$ cat config.mk
export PLATFORM = sky130hd
export DESIGN_NAME = sobel_edge_post
export DESIGN_NICKNAME = d
export VERILOG_FILES = /design/src/rtl/sobel_edge_post.sv
export SDC_FILE = /design/constraint.sdc
export NUM_CORES = 1
export LEC_CHECK = 0
export ABC_AREA = 1
export CAP_MARGIN = 20
export CORE_MARGIN = 2
export CORE_UTILIZATION = 54
export CTS_CLUSTER_DIAMETER = 60
export DETAILED_ROUTE_END_ITERATION = 16
export PLACE_DENSITY = 0.78
export SYNTH_ARGS = -nofsm -noshare
export SYNTH_HDL_FRONTEND = slang
export SYNTH_SLANG_ARGS = --single-unit
$ cat constraint.sdc
create_clock -name clock -period 2.65 [get_ports clock]
set_clock_uncertainty 0.1 [all_clocks]
set_input_delay 0.3975 -clock clock [delete_from_list [all_inputs] [get_ports clock]]
set_output_delay 0.3975 -clock clock [all_outputs]
set_load 0.05 [all_outputs]
$ cat src/rtl/sobel_edge_post.sv
// rtl/sobel_edge_post.sv - Sobel magnitude post-processing: raster tracking, border blanking, threshold, edge count
// Maps each filter output to its raster position, zeroes the border, thresholds and counts edges per frame.

module sobel_edge_post #(
   parameter int SIZE_X = 800,
   parameter int SIZE_Y = 600,
   parameter int LAG    = SIZE_X + 5
) (
   input  logic        clock,
   input  logic        reset,
   input  logic        sof,
   input  logic        in_valid,
   input  logic [9:0]  in_pix,
   input  logic [9:0]  thresh,
   input  logic        mode,
   output logic        out_valid,
   output logic [9:0]  out_pix,
   output logic [9:0]  out_x,
   output logic [9:0]  out_y,
   output logic        stat_valid,
   output logic [19:0] edge_count
);

   localparam int         START = SIZE_X * SIZE_Y - LAG;
   localparam logic [9:0] X0    = 10'(START % SIZE_X);
   localparam logic [9:0] Y0    = 10'(START / SIZE_X);
   localparam logic [9:0] XMAX  = 10'(SIZE_X - 1);
   localparam logic [9:0] YMAX  = 10'(SIZE_Y - 1);

   typedef enum logic [1:0] {
      IDLE   = 2'd0,
      PRIME  = 2'd1,
      ACTIVE = 2'd2
   } state_t;

   state_t      state_q, state_d;
   logic [9:0]  px_q, px_d;
   logic [9:0]  py_q, py_d;
   logic [19:0] acc_q, acc_d;

   logic        out_valid_q, out_valid_d;
   logic [9:0]  out_pix_q, out_pix_d;
   logic [9:0]  out_x_q, out_x_d;
   logic [9:0]  out_y_q, out_y_d;
   logic        stat_valid_q, stat_valid_d;
   logic [19:0] edge_count_q, edge_count_d;

   // sof overrides the stored context so a coincident valid sample is sample 0.
   state_t      cur_state;
   logic [9:0]  cur_x;
   logic [9:0]  cur_y;
   logic [19:0] cur_acc;
   logic        border;
   logic        last_pix;
   logic        hit;
   logic        keep;

   always_comb begin
      cur_state = sof ? PRIME : state_q;
      cur_x     = sof ? X0 : px_q;
      cur_y     = sof ? Y0 : py_q;
      cur_acc   = sof ? 20'd0 : acc_q;

      border   = (cur_x == 10'd0) || (cur_x == XMAX) ||
                 (cur_y == 10'd0) || (cur_y == YMAX);
      last_pix = (cur_x == XMAX) && (cur_y == YMAX);
      hit      = (in_pix >= thresh);
      keep     = (cur_state == ACTIVE) && !border && hit;
   end

   always_comb begin
      state_d      = cur_state;
      px_d         = cur_x;
      py_d         = cur_y;
      acc_d        = cur_acc;
      out_valid_d  = 1'b0;
      out_pix_d    = 10'd0;
      out_x_d      = out_x_q;
      out_y_d      = out_y_q;
      stat_valid_d = 1'b0;
      edge_count_d = edge_count_q;

      if (in_valid) begin
         out_valid_d = 1'b1;
         out_x_d     = cur_x;
         out_y_d     = cur_y;
         if (keep) begin
            out_pix_d = mode ? 10'h3FF : in_pix;
         end

         if (cur_x == XMAX) begin
            px_d = 10'd0;
            py_d = (cur_y == YMAX) ? 10'd0 : cur_y + 10'd1;
         end else begin
            px_d = cur_x + 10'd1;
         end

         case (cur_state)
            PRIME: begin
               if (last_pix) begin
                  state_d = ACTIVE;
               end
            end
            ACTIVE: begin
               if (keep) begin
                  acc_d = cur_acc + 20'd1;
               end
               // The last pixel is a border pixel, so cur_acc is already the final total.
               if (last_pix) begin
                  edge_count_d = cur_acc;
                  stat_valid_d = 1'b1;
                  acc_d        = 20'd0;
               end
            end
            default: begin
               state_d = cur_state;
            end
         endcase
      end
   end

   always_ff @(posedge clock) begin
      if (reset) begin
         state_q      <= IDLE;
         px_q         <= 10'd0;
         py_q         <= 10'd0;
         acc_q        <= 20'd0;
         out_valid_q  <= 1'b0;
         out_pix_q    <= 10'd0;
         out_x_q      <= 10'd0;
         out_y_q      <= 10'd0;
         stat_valid_q <= 1'b0;
         edge_count_q <= 20'd0;
      end else begin
         state_q      <= state_d;
         px_q         <= px_d;
         py_q         <= py_d;
         acc_q        <= acc_d;
         out_valid_q  <= out_valid_d;
         out_pix_q    <= out_pix_d;
         out_x_q      <= out_x_d;
         out_y_q      <= out_y_d;
         stat_valid_q <= stat_valid_d;
         edge_count_q <= edge_count_d;
      end
   end

   assign out_valid  = out_valid_q;
   assign out_pix    = out_pix_q;
   assign out_x      = out_x_q;
   assign out_y      = out_y_q;
   assign stat_valid = stat_valid_q;
   assign edge_count = edge_count_q;

endmodule

==> out/metrics.cfg, run 1 <==
[power]
powerDensity_nw_per_um2 = 475.8
switching_share = 0.2613
pwr-share-seq = 0.493
peakVddDrop_mv = 0.2747
p_comb_frac = 0.138
power_mw = 2.975
p_sw_mw = 0.7773
clock_power_share = 0.369
power.leakage_nw = 2.722
power.internal_mw = 2.197

[route]
drt_iter0_markers = 218
ant_nets = 0
wl_per_cell_um = 13.69
avgViaCountPerCell = 5.209
drc = 0
vias = 4719
dr.pass1.iters = 5
routed_wirelength_um = 12400

[timing]
fmax_mhz = 409.4
slew_viol_final = 0
rsz0062_at_grt = no
worst_slew_margin_rel = 0.6471
setup_viol = 0
max_slew.worst_pin.slew_ns = 0.5277
period_needed_ns = 2.443
hold_viol = 0
final.period_utilization = 0.9218

[floorplanning]
ios = 77
die_area_um2 = 9549
dieHeight_um = 97.72
die_w_um = 97.72
start_util = 0.5493
num_rows = 34
coreArea_um2 = 8636

[logic_synthesis]
yosysSeqAreaShare = 0.3967
synth_area_um2 = 4743
syn-instance-count = 663
ys_ff_latch = 94
synth_edf_count = 0
avgSynthCellArea_um2 = 7.154
async_reset_ff_frac = 0
synthFlopType = dfxtp_1
ys_types = 39
syn_nets = 702
yosysWarnings = 0

[global_routing]
grt_max_degree = 26
met2_usage = 0.4759
met1_usage = 0.3014
busiest_layer = met2
grt_use_met3 = 0.05468
overflow = 0
grt_pass1_wl_um = 20890
grt_usage = 0.2660
antenna_found_initial = 0
grt_pass1_vias = 4748

[layout]
area_growth_syn_to_layout_pct = 31.81
drive_above_1_share = 0.1654
layout.nets = 832
diodes = 0
postLayoutCoreUtil = 0.7240
multi_input_area_um2 = 2370
fillers = 690
regArea_um2 = 1882

[worst_setup_path]
crit_type = in -> reg
critPathLaunchType = primary input
arrival_ns = 2.64
crit_path_end_kind = register
cp.required_ns = 2.84
worstPathMaxFanout = 8

[place]
io_buffers = 76
gp_congestion = 0.9593
dpl.hpwl_um = 9222

[clock_tree]
clock_sinks = 94
tritoncts = built
clk_latency_ns = 0.36
cts_resized = 0
clock_path_buffers = 2
cts_root_buffer = clkbuf_8
hold_buffers = 0
post_cts_buffers = 0
cts-buffers-inserted = 9
cts-htree-levels = 3
clkTransAtPathRegs_ns = 0.09

[run_status]
outcome = complete, no violations

[run]
maxCapViolCount = 0

[hold_path]
hold_class = reg -> reg

-- critical path, cell delays in order --
cell	delay, ns
clkdlybuf4s50_1	0.41
buf_4	0.17
nor2_1	0.16
inv_1	0.07
ha_1	0.21
nand2_1	0.08
inv_1	0.05
nand2_1	0.09
nor2_2	0.04
nand2_2	0.07
nand3_1	0.11
nor2_4	0.16
nand3_2	0.16
buf_4	0.21
o21bai_2	0.10
nand2_1	0.06
nor2_1	0.09
-- worst paths after layout --
path,startpoint,to,slack [ns],cells after the start
worst min register to register,edge_count[7],edge_count[7],0.36,2
worst min-delay path,edge_count[7],edge_count[7],0.36,2
worst max register to register,py_q[0],edge_count[6],0.44,12
worst max-delay path,sof,acc_q[4],0.21,17
-- cell type report --
cell class	count	area share
tap	108	0.02161
clock buffer	12	0.02481
clock inverter	4	0.01241
inverter	87	0.05223
timing repair buffer	142	0.2089
sequential	94	0.3010
multi-input combinational	459	0.3790
-- cells by family (layout without fill, tap and decap cells) --
logic type,after synthesis,in the layout,synth area share
AND/OR/NAND/NOR,343,343,0.3295
buffers and inverters,110,245,0.1037
AO/OA/AOI/OAI,94,94,0.1184
adder cells (fa/ha/maj),14,14,0.03693
flip-flops,94,94,0.3967
XOR/XNOR,8,8,0.01477
-- sequential cells by signal (all words and copies together) (netlist names), 2 cells and up --
register    count
acc_q          20
edge_count     20
out_pix        10
out_x          10
out_y          10
px_q           10
py_q           10
state_q         2
-- layout by cell type (no fill, tap or decap), types with 3 or more instances in the layout --
| master | instances |
|---|---|
| inv_2 | 6 |
| o21ai_0 | 24 |
| clkbuf_8 | 11 |
| a31oi_1 | 4 |
| nor2_2 | 7 |
| nand2_1 | 127 |
| ha_1 | 14 |
| dfxtp_1 | 94 |
| nand2_2 | 6 |
| nor2_1 | 121 |
| nor2_4 | 5 |
| buf_12 | 4 |
| clkdlybuf4s50_1 | 76 |
| o21bai_2 | 4 |
| inv_1 | 80 |
| o21ai_1 | 6 |
| xor2_1 | 8 |
| nor3_1 | 20 |
| nand3_2 | 3 |
| nand3_1 | 25 |
| o21ai_2 | 11 |
| a21oi_1 | 37 |
| nand4_1 | 16 |
| buf_4 | 62 |
| a211oi_1 | 3 |
| nand2_4 | 5 |
-- cell usage after synthesis, types with 4 or more instances --
| cell | instances | area, um^2 |
|---|---|---|
| nand2_1 | 127 | 476.7 |
| nor2_1 | 121 | 454.2 |
| dfxtp_1 | 94 | 1882 |
| inv_1 | 80 | 300.3 |
| a21oi_1 | 37 | 185.2 |
| nand3_1 | 25 | 125.1 |
| o21ai_0 | 24 | 120.1 |
| nor3_1 | 20 | 100.1 |
| nand4_1 | 16 | 100.1 |
| ha_1 | 14 | 175.2 |
| o21ai_2 | 11 | 96.34 |
| clkbuf_1 | 9 | 33.78 |
| buf_6 | 8 | 90.09 |
| xor2_1 | 8 | 70.07 |
| nor2_2 | 7 | 43.79 |
| inv_2 | 6 | 22.52 |
| nand2_2 | 6 | 37.54 |
| o21ai_1 | 6 | 30.03 |
| nand2_4 | 5 | 56.30 |
| nor2_4 | 5 | 56.30 |
| a31oi_1 | 4 | 25.02 |
| o21bai_2 | 4 | 45.04 |
-- per-stage QoR --
step	worst slack [ns]	instance area, um^2	hold WS (ns)	std cells	setup TNS [ns]
detailed placement	-0.1415	6020	0.3443	890	-3.074
CTS	0.2207	6252	0.3675	906	0
global placement	-0.04605	6020	0.3382	890	-0.1759
global route	0.02876	6252	0.3869	906	0
finish	0.2072	6252	0.3636	906	0
floorplan	0.3642	4743	0.3666	663	0
-- metal layers --
layer,vias to the layer above,part of all wire
met1,2141,0.40
met4,0,0.035
li1,2372,-
met5,-,0
met3,47,0.053
met2,159,0.51
-- power groups by stage --
stage	registers [mW]	logic, mW	clock network [mW]
4_1_cts	1.47	0.409	1.12
2_1_floorplan	1.56	0.174	0
6_report	1.47	0.410	1.10
3_3_place_gp	1.50	0.398	0
5_1_grt	1.47	0.446	1.17
3_5_place_dp	1.50	0.405	0
Power figures use the tool's default switching activity.
==> run 2: changes to the inputs <==
--- a/config.mk
+++ b/config.mk
@@ -6,6 +6,7 @@
 export NUM_CORES = 1
 export LEC_CHECK = 0
 export ABC_AREA = 1
+export ABC_CLOCK_PERIOD_IN_PS = 2650
 export CAP_MARGIN = 20
 export CORE_MARGIN = 2
 export CORE_UTILIZATION = 54
==> results of run 2 <==
The final DEF is identical to that of run 1; final timing and power are the same.
